**src/rtl/ps2_key_decoder.sv**
```systemverilog
// PS/2 keyboard receiver: synchronizes and de-glitches the PS/2 lines, frames
// 11-bit serial words, and folds E0/F0 prefixes into toggle-marked key events.
module ps2_key_decoder #(
  parameter int FILTER_LEN = 8,
  parameter int TIMEOUT    = 50000
) (
  input  logic        clk,
  input  logic        reset,
  input  logic        ps2_clk,
  input  logic        ps2_data,
  output logic [10:0] ps2_key,
  output logic [7:0]  rx_data,
  output logic        rx_valid,
  output logic        frame_error
);

  localparam int FILT_W = $clog2(FILTER_LEN + 1);
  localparam int TO_W   = $clog2(TIMEOUT + 1);
  localparam logic [FILT_W-1:0] FILT_LAST = FILT_W'(FILTER_LEN - 1);
  localparam logic [TO_W-1:0]   TO_LAST   = TO_W'(TIMEOUT - 1);

  typedef enum logic [1:0] {
    S_IDLE,
    S_DATA,
    S_PARITY,
    S_STOP
  } frame_state_e;

  logic [1:0]        clk_sync_q;
  logic [1:0]        data_sync_q;
  logic              filt_q, filt_d;
  logic [FILT_W-1:0] filt_cnt_q, filt_cnt_d;
  logic              fall_strobe;
  logic              data_bit;

  frame_state_e      state_q;
  logic [2:0]        bit_cnt_q;
  logic [7:0]        shift_q;
  logic              parity_q;
  logic [TO_W-1:0]   to_cnt_q;
  logic [7:0]        rx_data_q;
  logic              rx_valid_q;
  logic              frame_error_q;

  logic              ext_q;
  logic              brk_q;
  logic [10:0]       key_q;

  // Both lines idle high, so the synchronizer comes out of reset at 1 and no
  // phantom falling edge is seen on release.
  always_ff @(posedge clk or posedge reset) begin
    if (reset) begin
      clk_sync_q  <= 2'b11;
      data_sync_q <= 2'b11;
    end else begin
      // NOTE: non-blocking assignments let every flop sample the pre-edge value,
      // which is what makes this a two-stage shift register rather than a wire.
      clk_sync_q  <= {clk_sync_q[0], ps2_clk};
      data_sync_q <= {data_sync_q[0], ps2_data};
    end
  end

  always_comb begin
    // NOTE: defaults first, so every path assigns both outputs and no latch is inferred.
    filt_d     = filt_q;
    filt_cnt_d = '0;
    if (clk_sync_q[1] != filt_q) begin
      if (filt_cnt_q == FILT_LAST) begin
        filt_d = clk_sync_q[1];
      end else begin
        filt_cnt_d = filt_cnt_q + 1'b1;
      end
    end
  end

  always_ff @(posedge clk or posedge reset) begin
    if (reset) begin
      filt_q     <= 1'b1;
      filt_cnt_q <= '0;
    end else begin
      filt_q     <= filt_d;
      filt_cnt_q <= filt_cnt_d;
    end
  end

  // The strobe fires in the cycle the filter commits to low; data is sampled there.
  assign fall_strobe = filt_q & ~filt_d;
  assign data_bit    = data_sync_q[1];

  always_ff @(posedge clk or posedge reset) begin
    if (reset) begin
      state_q       <= S_IDLE;
      bit_cnt_q     <= '0;
      shift_q       <= '0;
      parity_q      <= 1'b0;
      to_cnt_q      <= '0;
      rx_data_q     <= '0;
      rx_valid_q    <= 1'b0;
      frame_error_q <= 1'b0;
    end else begin
      rx_valid_q    <= 1'b0;
      frame_error_q <= 1'b0;
      if (state_q == S_IDLE) begin
        to_cnt_q <= '0;
        if (fall_strobe && !data_bit) begin
          state_q   <= S_DATA;
          bit_cnt_q <= '0;
        end
      end else if (fall_strobe) begin
        to_cnt_q <= '0;
        unique case (state_q)
          S_DATA: begin
            shift_q   <= {data_bit, shift_q[7:1]};
            bit_cnt_q <= bit_cnt_q + 3'd1;
            if (bit_cnt_q == 3'd7) state_q <= S_PARITY;
          end
          S_PARITY: begin
            parity_q <= data_bit;
            state_q  <= S_STOP;
          end
          S_STOP: begin
            state_q <= S_IDLE;
            // Odd parity over data plus parity bit, and a high stop bit.
            if (data_bit && (^{shift_q, parity_q})) begin
              rx_data_q  <= shift_q;
              rx_valid_q <= 1'b1;
            end else begin
              frame_error_q <= 1'b1;
            end
          end
          default: state_q <= S_IDLE;
        endcase
      end else if (to_cnt_q == TO_LAST) begin
        state_q       <= S_IDLE;
        frame_error_q <= 1'b1;
      end else begin
        to_cnt_q <= to_cnt_q + 1'b1;
      end
    end
  end

  // Key assembly runs one cycle behind the receiver, on the registered byte.
  always_ff @(posedge clk or posedge reset) begin
    if (reset) begin
      ext_q <= 1'b0;
      brk_q <= 1'b0;
      key_q <= '0;
    end else if (frame_error_q) begin
      ext_q <= 1'b0;
      brk_q <= 1'b0;
    end else if (rx_valid_q) begin
      unique case (rx_data_q)
        8'hE0: ext_q <= 1'b1;
        8'hF0: brk_q <= 1'b1;
        8'hE1, 8'hFA, 8'hAA, 8'hEE, 8'hFE, 8'h00, 8'hFF: begin
          ext_q <= 1'b0;
          brk_q <= 1'b0;
        end
        default: begin
          key_q <= {~key_q[10], ~brk_q, ext_q, rx_data_q};
          ext_q <= 1'b0;
          brk_q <= 1'b0;
        end
      endcase
    end
  end

  assign ps2_key     = key_q;
  assign rx_data     = rx_data_q;
  assign rx_valid    = rx_valid_q;
  assign frame_error = frame_error_q;

endmodule

```
**config.mk**
```make
export PLATFORM = sky130hd
export DESIGN_NAME = ps2_key_decoder
export DESIGN_NICKNAME = d
export VERILOG_FILES = /design/src/rtl/ps2_key_decoder.sv
export SDC_FILE = /design/constraint.sdc
export NUM_CORES = 1
export LEC_CHECK = 0
export ABC_AREA = 1
export CAP_MARGIN = 25
export CORE_MARGIN = 2
export CORE_UTILIZATION = 58
export CTS_CLUSTER_DIAMETER = 50
export DETAILED_ROUTE_END_ITERATION = 16
export PLACE_DENSITY = 0.79
export SETUP_SLACK_MARGIN = 0.3
export SLEW_MARGIN = 20
export SYNTH_ARGS = -nofsm -noshare
export SYNTH_HDL_FRONTEND = slang
export SYNTH_SLANG_ARGS = --single-unit
```
**constraint.sdc**
```tcl
create_clock -name clk -period 2.3 [get_ports clk]
set_input_delay 0.46 -clock clk [delete_from_list [all_inputs] [get_ports clk]]
set_output_delay 0.46 -clock clk [all_outputs]
set_load 0.02 [all_outputs]
```
# == Word level (Yosys, flattened, before mapping) ==
# Cells that the tools add are included.
# word_totals
ff_bits,62
latchBits,0
ram_bits,0
mem_bits_ro,0
input_bits,4
out_inout_bits,21
elab_cells,96
n_memories,0
# classes
n_addsub,3
mul,0
div_mod_pow,0
n_lt_le_gt_ge,0
n_eq_ne,20
n_shift,0
muxes,32
bitwise,7
n_reduce_logical,19
# ops
cell,n
"8-bit equality test, second input constant",8
16-bit two-way mux,3
"16-bit by 1-bit adder with 16-bit output, second input constant",1
"16-bit equality test, second input constant",1
1-bit two-way mux,15
3-bit AND reduction,5
3-bit two-way mux,4
2-bit two-way mux,5
9-bit OR reduction,1
9-bit XOR reduction,1
8-bit logical NOT,1
4-bit two-way mux,2
1-bit NOT,6
2-bit nonzero test,3
"4-bit by 1-bit adder with 4-bit output, second input constant",1
"2-bit equality test, second input constant",2
"4-bit by 3-bit equality test with 1-bit output, second input constant",1
"2-bit inequality test, second input constant",2
"4-bit inequality test, second input constant",1
1-bit case mux with 2 select lines,2
2-bit case mux with 2 select lines,1
2-bit AND reduction,2
4-bit AND reduction,1
"3-bit by 1-bit adder with 3-bit output, second input constant",1
other kinds (10),11

# == Longest topological paths before layout ==
# Gate-level depths: netlist of run 1.
# logic_depth
ltp_word,8
depth_mapped,12
ltp_nobuf,12

# == Worst setup path before layout of run 1 ==
# No wires, ideal clock.
# synth_path
kind,reg-to-reg
start,reg filt_q
end,reg rx_data_q[1] (netlist: rx_data[1])
setup_time_ns,0.118
arrival_time_ns,1.408
required_ns,2.182
path_slack_ns,0.774
path_stages_with_launch,10
n_path_buf,0
period_less_slack_ns,1.526
cell_sequence,dfstp_2 > inv_1 > nor2_1 > nand2_4 > nor2_8 > inv_4 > nor2_8 > nand4_4 > nand2_1 > nand2_1
# synth_between
elab_chain_len,5
elab_cells_between_ends,6
classes_between,eq/ne (1); mux (2); bitwise (2); reduce/logical (1)
# synth_rtl
item,line_no,rtl
from (decl),31,"logic filt_q, filt_d;"
from (signal assigned),81,filt_q <= filt_d;
1-bit two-way mux or 1-bit inequality test (tied branches),"68, 67",
1-bit two-way mux,67,if (clk_sync_q[1] != filt_q) begin
1-bit NOT,87,assign fall_strobe = filt_q & ~filt_d;
1-bit AND (*),87,
4-bit AND reduction (no source line) (*),n/a,
to (signal assigned),125,rx_data_q <= shift_q;
to (decl),41,logic [7:0] rx_data_q;
# Mark *: on every way between the ends. The rest lies on a longest branch, timed or not.
# A chain may end at the register's enable or synchronous reset.

# == Worst setup path in the final report of run 1 ==
# layout_path
start,reg rx_data_q[7] (netlist: rx_data[7])
end,out rx_data[7]
# layout_lines
item,line_no,rtl
to (decl),12,"output logic [7:0] rx_data,"
# No word-level cell between the ends.

==> results of run 1 <==
-- placed cells by master, fill, tap and decap left out, types with 5 or more instances in the layout --
master	instances
nand2_1	130
dfrtp_1	56
inv_1	48
nand3_1	29
nor2_1	29
o21ai_0	26
clkdlybuf4s50_1	24
clkbuf_8	14
a21oi_1	13
nand4_1	12
nor3_1	12
ha_1	7
dfstp_2	5
-- cell type report --
type / count / share of cell area, %
Sequential cell: 62 / 41.16
Clock buffer: 14 / 5.088
Clock inverter: 2 / 1.586
Multi-Input combinational cell: 285 / 37.89
Timing Repair Buffer: 25 / 6.872
Tap cell: 72 / 2.379
Inverter: 50 / 5.021
-- routing by layer --
metal	GRT usage (%)	up-vias	share of wire [%]
li1	-	1364	-
met1	27.99	1247	43
met2	39.48	71	50
met3	5.402	14	4.6
met4	11.05	0	2.3
met5	0	-	0
-- registers in the layout, indices dropped and copies added (netlist names) --
register / flops
rx_data: 8
filt_q: 1
to_cnt_q: 16
bit_cnt_q: 3
ext_q: 1
brk_q: 1
frame_error: 1
rx_valid: 1
shift_q: 8
data_sync_q: 2
clk_sync_q: 2
ps2_key: 11
filt_cnt_q: 4
parity_q: 1
state_q: 2
-- worst min-delay path by stage --
stage	slack (ps)	end	start
2_1_floorplan	350	clk_sync_q[1]	clk_sync_q[0]
3_3_place_gp	350	clk_sync_q[1]	clk_sync_q[0]
3_5_place_dp	350	data_sync_q[1]	data_sync_q[0]
4_1_cts	360	data_sync_q[1]	data_sync_q[0]
5_1_grt	360	clk_sync_q[1]	clk_sync_q[0]
6_report	360	data_sync_q[1]	data_sync_q[0]
-- power breakdown --
group / switching [mW] / internal (mW) / total (mW)
combinational: 0.176 / 0.0904 / 0.266
clock: 0.414 / 0.759 / 1.17
sequential: 0.0508 / 1.16 / 1.21
total: 0.640 / 2.01 / 2.65
-- kinds of logic (layout without fill, tap and decap cells) --
group | count (synthesis) | count (layout) | synth area share, %
AND/OR/NAND/NOR | 228 | 228 | 32.51
flip-flops | 62 | 62 | 48.77
buffers and inverters | 56 | 91 | 6.855
AO/OA/AOI/OAI | 47 | 47 | 8.186
adder cells (fa/ha/maj) | 8 | 8 | 3.134
XOR/XNOR | 2 | 2 | 0.5485
-- per-stage QoR --
step / area (sq um) / util, % / hold slack [ps] / setup WS, ps / total power, mW
after floorplan: 3194 / - / 345.2 / 306.9 / 1.429
after global placement: 3516 / 65.05 / 346.0 / 372.9 / 1.482
after detailed placement: 3516 / 65.05 / 347.9 / 288.4 / 1.491
after CTS: 3771 / 69.77 / 357.1 / 304.8 / 2.667
after global routing: 3787 / 70.07 / 359.4 / 285.2 / 2.769
final: 3787 / 70.07 / 356.3 / 366.5 / 2.646
==> metrics, run 1 <==
n_diodes=0; skew final=6.728 ps; final period utilization=84.06%; dominant synthesized flop cell=dfrtp_1; vias in the first global route=2,613; placement row count=27; first-pass GRT wire length=11.21 mm; drt drc=0; Crit Reg-Reg Endpoint=ps2_key[9]; Post-synth ARST share=100.0%; Post-synth EDFFs=0; worst r2r path cells=9; Slew @ Worst Pin=381.0 ps; Arr. time, crit path=1470 ps; Gate Count Post-Synth=403; critical path type=reg2out; clock buffer depth=2; CTS sink count=62; Cell variety after synth=33; crit path capture=rx_data[7]; total gr overflow=0; largest stage delay on the critical path=670 ps; yosys warns=0; VDD IR max=0.5432 mV; CP Capture Type=output pin; CTS tree=yes; top-count cell post-synth=nand2_1; post_cts resized=1; Core Region=5405 sq um; Post-Syn Nets=415; H-tree levels=3; CP max stage cell=clkdlybuf4s50_1; largest net degree at the start of global routing=47; clock slew at the register clock pins of the worst setup and hold paths=70 ps; Worst R2R Start=rx_data[0]; dpl cells=494; critical path launch point type=flip-flop; latest clock arrival within the worst-skew pair=330 ps; synthesis-to-layout area growth=18.57%; critical path cell sequence=clkdlybuf4s50_1; kind of cell adding the most delay to the critical path=buffers and inverters; Max-slew headroom=74.38%; critical path depth=1; iteration-0 DRC count of the detailed router=117; cell area after synthesis=3194 sq um; CTS Hold Bufs=0; Hold Violations, Final=0; crit path from=rx_data[7]; Die Wd=78.21 microns; DP HPWL=4.393 mm; crit path buf inv count=1; Reg2Reg Setup Slack=520 ps; drt wl/cell=12.33 microns; detailed-route via count=2,696; CTS Root Cell=clkbuf_8; Tot GR Track Use=23.24%; TritonCTS buffer count=9; DR vias/cell=5.286; syn avg cell area=7.926 sq um; ANT nets after route=0; Initial Util=59.10%; Slew Viols, Final=0; final number of setup-violating endpoints=0; Post-Route WL=6.286 mm; Worst Path Required=1840 ps; share of the synthesized area in the top cell type=44.65%; RSZ-0062 raised after global routing=yes; crit path time final=1933 ps; flop and latch count out of synthesis=62; Seq/Total Area, Yosys=48.77%; Reg area=1559 sq um; fillcell total=419; Commonest cells post-synth=130 x nand2_1, 57 x dfrtp_1, 49 x inv_1; WHS Path Cells=0; die height=78.21 microns; largest area contributor in the netlist=dfrtp_1; initial antenna violation count=0; Fmax achieved=517.2 MHz; status=finished, final reports clean; synth top area cells=dfrtp_1 45%, nand2_1 15%, inv_1 5.8%; GPL Wtd Cong=0.8884; reported max-cap violation count=0; number of I/O port buffers=24; leakage=1.877 nW; DIE AREA=6117 sq um; worst hold path class=reg2reg; post-CTS repair timing setup buffer count=0; Pwr per Cell Area=698.6 nW/um^2; post-route insts no fill=510; share of cells above drive strength 1=9.132%; io pins=25; layout net count=445; setup_tns=0 ps; critical path peak fanout=6; area of the multi-input gates=1435 sq um; first-pass detailed-route iteration total=5
(Power assumes the default switching activity.)
==> run 2, diff against run 1 <==
CORE_UTILIZATION = 52   (was 58)
PLACE_DENSITY = 0.75   (was 0.79)
clock period = 1.57 ns   (was 2.3 ns; I/O delays follow)
==> run 2 against run 1 <==
The run now ends with negative setup slack left. Global-route usage increased by 0.98 points. Critical endpoint is now to_cnt_q[15]. Sequential share of layout area decreased by 7.6 points. Non-clock buffer count increased by 57.
==> metrics, run 2 (synthesis gave the netlist of run 1 again) <==
status=finished, violations left (was finished, final reports clean); failing checks=negative setup slack; n_diodes=0 (unchanged); clock slew at the register clock pins of the worst setup and hold paths=80 ps (was 70 ps); Initial Util=53.95% (was 59.10%); VDD IR max=0.8564 mV (was 0.5432 mV); Worst Slack Setup Final=-29.61 ps (was 366.5 ps); Slew Viols, Final=0 (unchanged); skew final=17.63 ps (was 6.728 ps); placed inst area=3670 sq um (was 3516 sq um); internal power=2.654 mW (was 2.006 mW); TritonCTS buffer count=9 (unchanged); DP HPWL=4.709 mm (was 4.393 mm); detailed-route via count=3,168 (was 2,696); worst r2r path cells=9 (unchanged); Slew @ Worst Pin=442.7 ps (was 381.0 ps); fillcell total=329 (was 419); Sw Ratio=30.29% (was 24.20%); Tot Pwr=3.806 mW (was 2.646 mW); critical path peak fanout=3 (was 6); Worst Path Required=1800 ps (was 1840 ps); Fmax achieved=625.2 MHz; Seq pwr share=46.8% (was 45.6%); critical path launch point type=flip-flop (unchanged); first-pass detailed-route iteration total=5 (unchanged); register with the most flip-flops=to_cnt_q (unchanged); Core Region=5921 sq um (was 5405 sq um); crit path time final=1600 ps; largest net degree at the start of global routing=50 (was 47); Max-slew headroom=70.27% (was 74.38%); iteration-0 DRC count of the detailed router=281 (was 117); first-pass GRT wire length=12.50 mm (was 11.21 mm); most common cell after layout, fill and taps aside=nand2_1 (unchanged); CTS Root Cell=clkbuf_8 (unchanged); Pwr per Cell Area=809.5 nW/um^2 (was 698.6 nW/um^2); RSZ-0062 raised after global routing=yes (unchanged); CTS tree=yes (unchanged); synthesis-to-layout area growth=47.20% (was 18.57%); die height=82.38 microns (was 78.21 microns); drt drc=0 (unchanged); DR vias/cell=5.538 (was 5.286); ANT nets after route=0 (unchanged); Tot GR Track Use=24.23% (was 23.24%); worst hold path class=reg2reg (unchanged); io pins=25 (unchanged); WHS Path Cells=0 (unchanged); drt wl/cell=16.38 microns (was 12.33 microns); Die Wd=82.38 microns (was 78.21 microns); Arr. time, crit path=1830 ps (was 1470 ps); CP Capture Type=flip-flop (was output pin); reported max-cap violation count=0 (unchanged); Post-Route WL=9.369 mm (was 6.286 mm); CTS sink count=62 (unchanged); highest-count cells in the layout ignoring fill and taps=101 x nand2_1, 41 x dfrtp_1, 39 x inv_1 (was 130 x nand2_1, 56 x dfrtp_1, 48 x inv_1); Sw Pwr=1.153 mW (was 0.6403 mW); final period utilization=101.9%; clock buffer depth=2 (unchanged); Gate power share=20.3% (was 10.1%); placement row count=28 (was 27); final number of setup-violating endpoints=3 (was 0); DIE AREA=6786 sq um (was 6117 sq um); number of I/O port buffers=24 (unchanged); H-tree levels=3 (unchanged); Hold Violations, Final=0 (unchanged); latest clock arrival within the worst-skew pair=350 ps (was 330 ps); final instance area=4702 sq um (was 3787 sq um); GPL Wtd Cong=0.8511 (was 0.8884); share of cells above drive strength 1=44.87% (was 9.132%); leakage=2.379 nW (was 1.877 nW); setup_tns=-52.04 ps (was 0 ps); Clk pwr share=32.8% (was 44.3%); vias in the first global route=2,825 (was 2,613); max FFs per register=16 (unchanged); initial antenna violation count=0 (unchanged); total gr overflow=0 (unchanged); layout net count=504 (was 445); critical path type=reg2reg (was reg2out)
==> run 2: cell count changes in the layout (fill, tap and decap cells not counted), moves of 17 or more <==
cell	change
buf_4	+33
nand3_1	-17
nand2_1	-29
nand2_2	+17
clkdlybuf4s50_1	-21
buf_6	+33
==> run 2: timing repair <==
item	CTS	global route
resized for setup	151	124
hold endpoints to repair	0	0
setup endpoints to repair	74	64
cloned	3	2
setup buffers	21	18
pin swaps	16	31
hold buffers	0	0
==> run 2: stage by stage <==
step	hold WS, ps	setup WS, ps	utilization (%)	std cells
2_1_floorplan	318.5	48.40	-	403
3_3_place_gp	345.7	78.46	61.98	512
3_5_place_dp	347.5	-2.313	61.98	512
4_1_cts	359.6	50.37	70.14	552
5_1_grt	368.9	-130.9	79.42	572
6_report	357.5	-29.61	79.42	572
==> run 2: routing by layer <==
metal | track usage (%) | up-vias | wire length (microns)
met5 | 0 | - | 0
met4 | 13.83 | 0 | 344
met3 | 5.000 | 39 | 475
met2 | 40.32 | 150 | 4868
met1 | 29.08 | 1486 | 3681
li1 | - | 1493 | -
==> run 2: layout make-up <==
| type | instances | area [sq um] | area share (%) |
|---|---|---|---|
| Clock buffer | 10 | 137.6 | 2.927 |
| Multi-Input combinational cell | 287 | 1909 | 40.61 |
| Tap cell | 75 | 93.84 | 1.996 |
| Inverter | 50 | 201.4 | 4.284 |
| Sequential cell | 62 | 1578 | 33.56 |
| Timing Repair Buffer | 82 | 744.5 | 15.83 |
| Clock inverter | 6 | 37.54 | 0.7983 |
==> run 2: path summary, 6_finish.rpt <==
kind                       slack [ps]             end           from
min in group asynchronous         380      ps2_key[6]          reset
max reg2reg                       -30    to_cnt_q[15]    to_cnt_q[0]
min                               360   clk_sync_q[1]  clk_sync_q[0]
max                               -30    to_cnt_q[15]    to_cnt_q[0]
max in group asynchronous         870  data_sync_q[1]          reset
min reg2reg                       360   clk_sync_q[1]  clk_sync_q[0]
==> run 2: power groups by stage <==
stage | Clock [mW] | Sequential (mW) | Combinational (mW)
2_1_floorplan | 0 | 1.78 | 0.333
3_5_place_dp | 0 | 1.79 | 0.504
6_report | 1.25 | 1.78 | 0.774
3_3_place_gp | 0 | 1.78 | 0.482
5_1_grt | 1.34 | 1.79 | 0.847
4_1_cts | 1.26 | 1.77 | 0.663
==> run 2: worst max-delay path, cell delays in order, from the launching register on <==
cell and delay, ps:
dfrtp_1 460, buf_6 140, nand3_4 100, buf_6 140, inv_4 60, nand2_4 60
nor3_4 150, nand2_1 130, nor2_1 180, nor2_1 70
==> run 3, diff against run 2 <==
CORE_UTILIZATION = 58   (was 52)
PLACE_DENSITY = 0.8   (was 0.75)
clock period = 1.7 ns   (was 1.57 ns; I/O delays follow)
==> run 3 against run 2 <==
Via count up 25%. Die area down 9.9%. Combinational power increased by 27%. The run still ends with negative setup slack left.
==> metrics, run 3 (synthesis gave the netlist of run 1 again) <==
failing checks=negative setup slack (unchanged); Tot GR Track Use=29.84% (was 24.23%); DR vias/cell=6.693 (was 5.538); Clk pwr share=37.0% (was 32.8%); H-tree levels=3 (unchanged); Worst R2R Start=shift_q[4] (was to_cnt_q[0]); Slew @ Worst Pin=424.3 ps (was 442.7 ps); first-pass detailed-route iteration total=6 (was 5); Initial Util=59.10% (was 53.95%); crit path buf inv count=1 (was 3); kind of cell adding the most delay to the critical path=simple AND/OR/NAND/NOR gates (unchanged); DIE AREA=6117 sq um (was 6786 sq um); drt wl/cell=23.49 microns (was 16.38 microns); Worst Path Required=1950 ps (was 1800 ps); Post-Route WL=13.86 mm (was 9.369 mm); crit path time final=1847 ps (was 1600 ps); CTS tree=yes (unchanged); Max-slew headroom=71.50% (was 70.27%); CP Capture Type=flip-flop (unchanged); Hold Violations, Final=0 (unchanged); critical path peak fanout=5 (was 3); clock buffer depth=2 (unchanged); worst hold path class=reg2reg (unchanged); CTS Root Cell=clkbuf_8 (unchanged); Sw Ratio=31.11% (was 30.29%); Pwr per Cell Area=833.6 nW/um^2 (was 809.5 nW/um^2); VDD IR max=1.134 mV (was 0.8564 mV); die height=78.21 microns (was 82.38 microns); CTS Hold Bufs=0 (unchanged); final period utilization=108.6% (was 101.9%); share of cells above drive strength 1=52.51% (was 44.87%); DP HPWL=4.589 mm (was 4.709 mm); clock slew at the register clock pins of the worst setup and hold paths=80 ps (about the same); reported max-cap violation count=0 (unchanged); highest-count cells in the layout ignoring fill and taps=85 x nand2_1, 49 x buf_4, 41 x dfrtp_1 (was 101 x nand2_1, 41 x dfrtp_1, 39 x inv_1); final number of setup-violating endpoints=14 (was 3); layout net count=525 (was 504); vias in the first global route=3,033 (was 2,825); Worst Slack Setup Final=-146.6 ps (was -29.61 ps); skew final=16.80 ps (was 17.63 ps); fillcell total=157 (was 329); critical path type=reg2reg (unchanged); synthesis-to-layout area growth=59.19% (was 47.20%); RSZ-0062 raised after global routing=yes (unchanged); latest clock arrival within the worst-skew pair=370 ps (was 350 ps); Slew Viols, Final=0 (unchanged); Arr. time, crit path=2100 ps (was 1830 ps); Setup Slack @ Placement=-111.5 ps (was -2.313 ps); Core Region=5405 sq um (was 5921 sq um); initial antenna violation count=0 (unchanged); n_diodes=0 (unchanged); detailed-route via count=3,949 (was 3,168); Fmax achieved=541.5 MHz (was 625.2 MHz); internal power=2.920 mW (was 2.654 mW); worst hold start=clk_sync_q[0] (unchanged); Seq pwr share=39.8% (was 46.8%); most common cell after layout, fill and taps aside=nand2_1 (unchanged); register with the most flip-flops=to_cnt_q (unchanged); critical path launch point type=flip-flop (unchanged); drt drc=0 (unchanged); GPL Wtd Cong=0.8127 (was 0.8511); Sw Pwr=1.319 mW (was 1.153 mW); cell mode on critical path=nand2_1; first-pass GRT wire length=14.10 mm (was 12.50 mm); largest net degree at the start of global routing=63 (was 50); placement row count=27 (was 28); leakage=2.475 nW (was 2.379 nW); TritonCTS buffer count=9 (unchanged); CP max stage cell=dfrtp_1 (unchanged); io pins=25 (unchanged); placed inst area=3625 sq um (was 3670 sq um); number of I/O port buffers=24 (unchanged); Die Wd=78.21 microns (was 82.38 microns); ANT nets after route=0 (unchanged); CTS sink count=62 (unchanged); max FFs per register=16 (unchanged); crit path from=shift_q[4] (was to_cnt_q[0]); Gate power share=23.2% (was 20.3%); total gr overflow=0 (unchanged); critical path cell sequence=inv_1 > nand2_1 > nand2_1 > nand2_1 > nand2_2 > nand2_2 > nand2_1 > nand2_2 > nand4_4 > nand2_1 > nand2_1 (was buf_6 > nand3_4 > buf_6 > inv_4 > nand2_4 > nor3_4 > nand2_1 > nor2_1 > nor2_1); largest stage delay on the critical path=470 ps (was 460 ps); status=finished, violations left (unchanged); iteration-0 DRC count of the detailed router=621 (was 281); final instance area=5085 sq um (was 4702 sq um)
run 3: changes by cell type in the layout (fill, tap and decap cells not counted), moves of 6 or more:
| cell | delta |
|---|---|
| buf_4 | +16 |
| clkdlybuf4s15_1 | +6 |
| inv_1 | -8 |
| o21ai_0 | -7 |
| nand2_2 | +19 |
| o21ai_2 | +9 |
| buf_2 | -10 |
| inv_2 | +9 |
| nand2_1 | -16 |
run 3: worst paths after layout:
kind / end / slack (ps) / cells past startpoint
min reg2reg: clk_sync_q[1] / 360 / 0
max in group asynchronous: clk_sync_q[1] / 950 / 3
max reg2reg: rx_data[1] / -150 / 11
max: rx_data[1] / -150 / 11
min: clk_sync_q[1] / 360 / 0
min in group asynchronous: ps2_key[2] / 420 / 3
run 3: cell type report:
type                    count  area, sq um  area share (%)
clock buffers              12        155.1           3.051
flip-flops and latches     62         1578           31.03
clock inverters             4        70.07           1.378
inverters                  50        205.2           4.035
multi-input cells         287         2012           39.57
repair buffers            103        974.7           19.17
well taps                  72        90.09           1.772
run 3: what timing repair did:
| item | CTS | global route |
|---|---|---|
| buffers inserted | 21 | 43 |
| hold endpoints to repair | 0 | 0 |
| gates resized for setup | 135 | 155 |
| pin swaps | 23 | 55 |
| gates cloned | 5 | 1 |
| setup endpoints to repair | 70 | 72 |
run 3: power by group through the flow:
stage | combinational, mW | sequential [mW] | clock [mW]
2_1_floorplan | 0.308 | 1.64 | 0
6_report | 0.984 | 1.69 | 1.57
3_5_place_dp | 0.411 | 1.66 | 0
4_1_cts | 0.651 | 1.65 | 1.49
5_1_grt | 1.02 | 1.69 | 1.61
3_3_place_gp | 0.391 | 1.66 | 0
run 3: metal layers:
metal | track usage [%] | share of wire [%] | vias up
met4 | 14.21 | 8.9 | 0
li1 | - | - | 1531
met2 | 52.41 | 46 | 412
met1 | 35.29 | 35 | 1870
met3 | 5.632 | 9.7 | 136
met5 | 0 | 0 | -
run 3: stage by stage:
step                TNS [ps]  instances  hold WS, ps  power (mW)  util (%)
global placement      -493.2        504        346.1       2.048     67.06
global route           -1655        590        363.8       4.317     94.07
CTS                        0        546        357.0       3.786     79.84
detailed placement     -1049        504        347.3       2.073     67.06
floorplan                  0        403        344.5       1.950         -
finish                 -1019        590        358.6       4.239     94.07
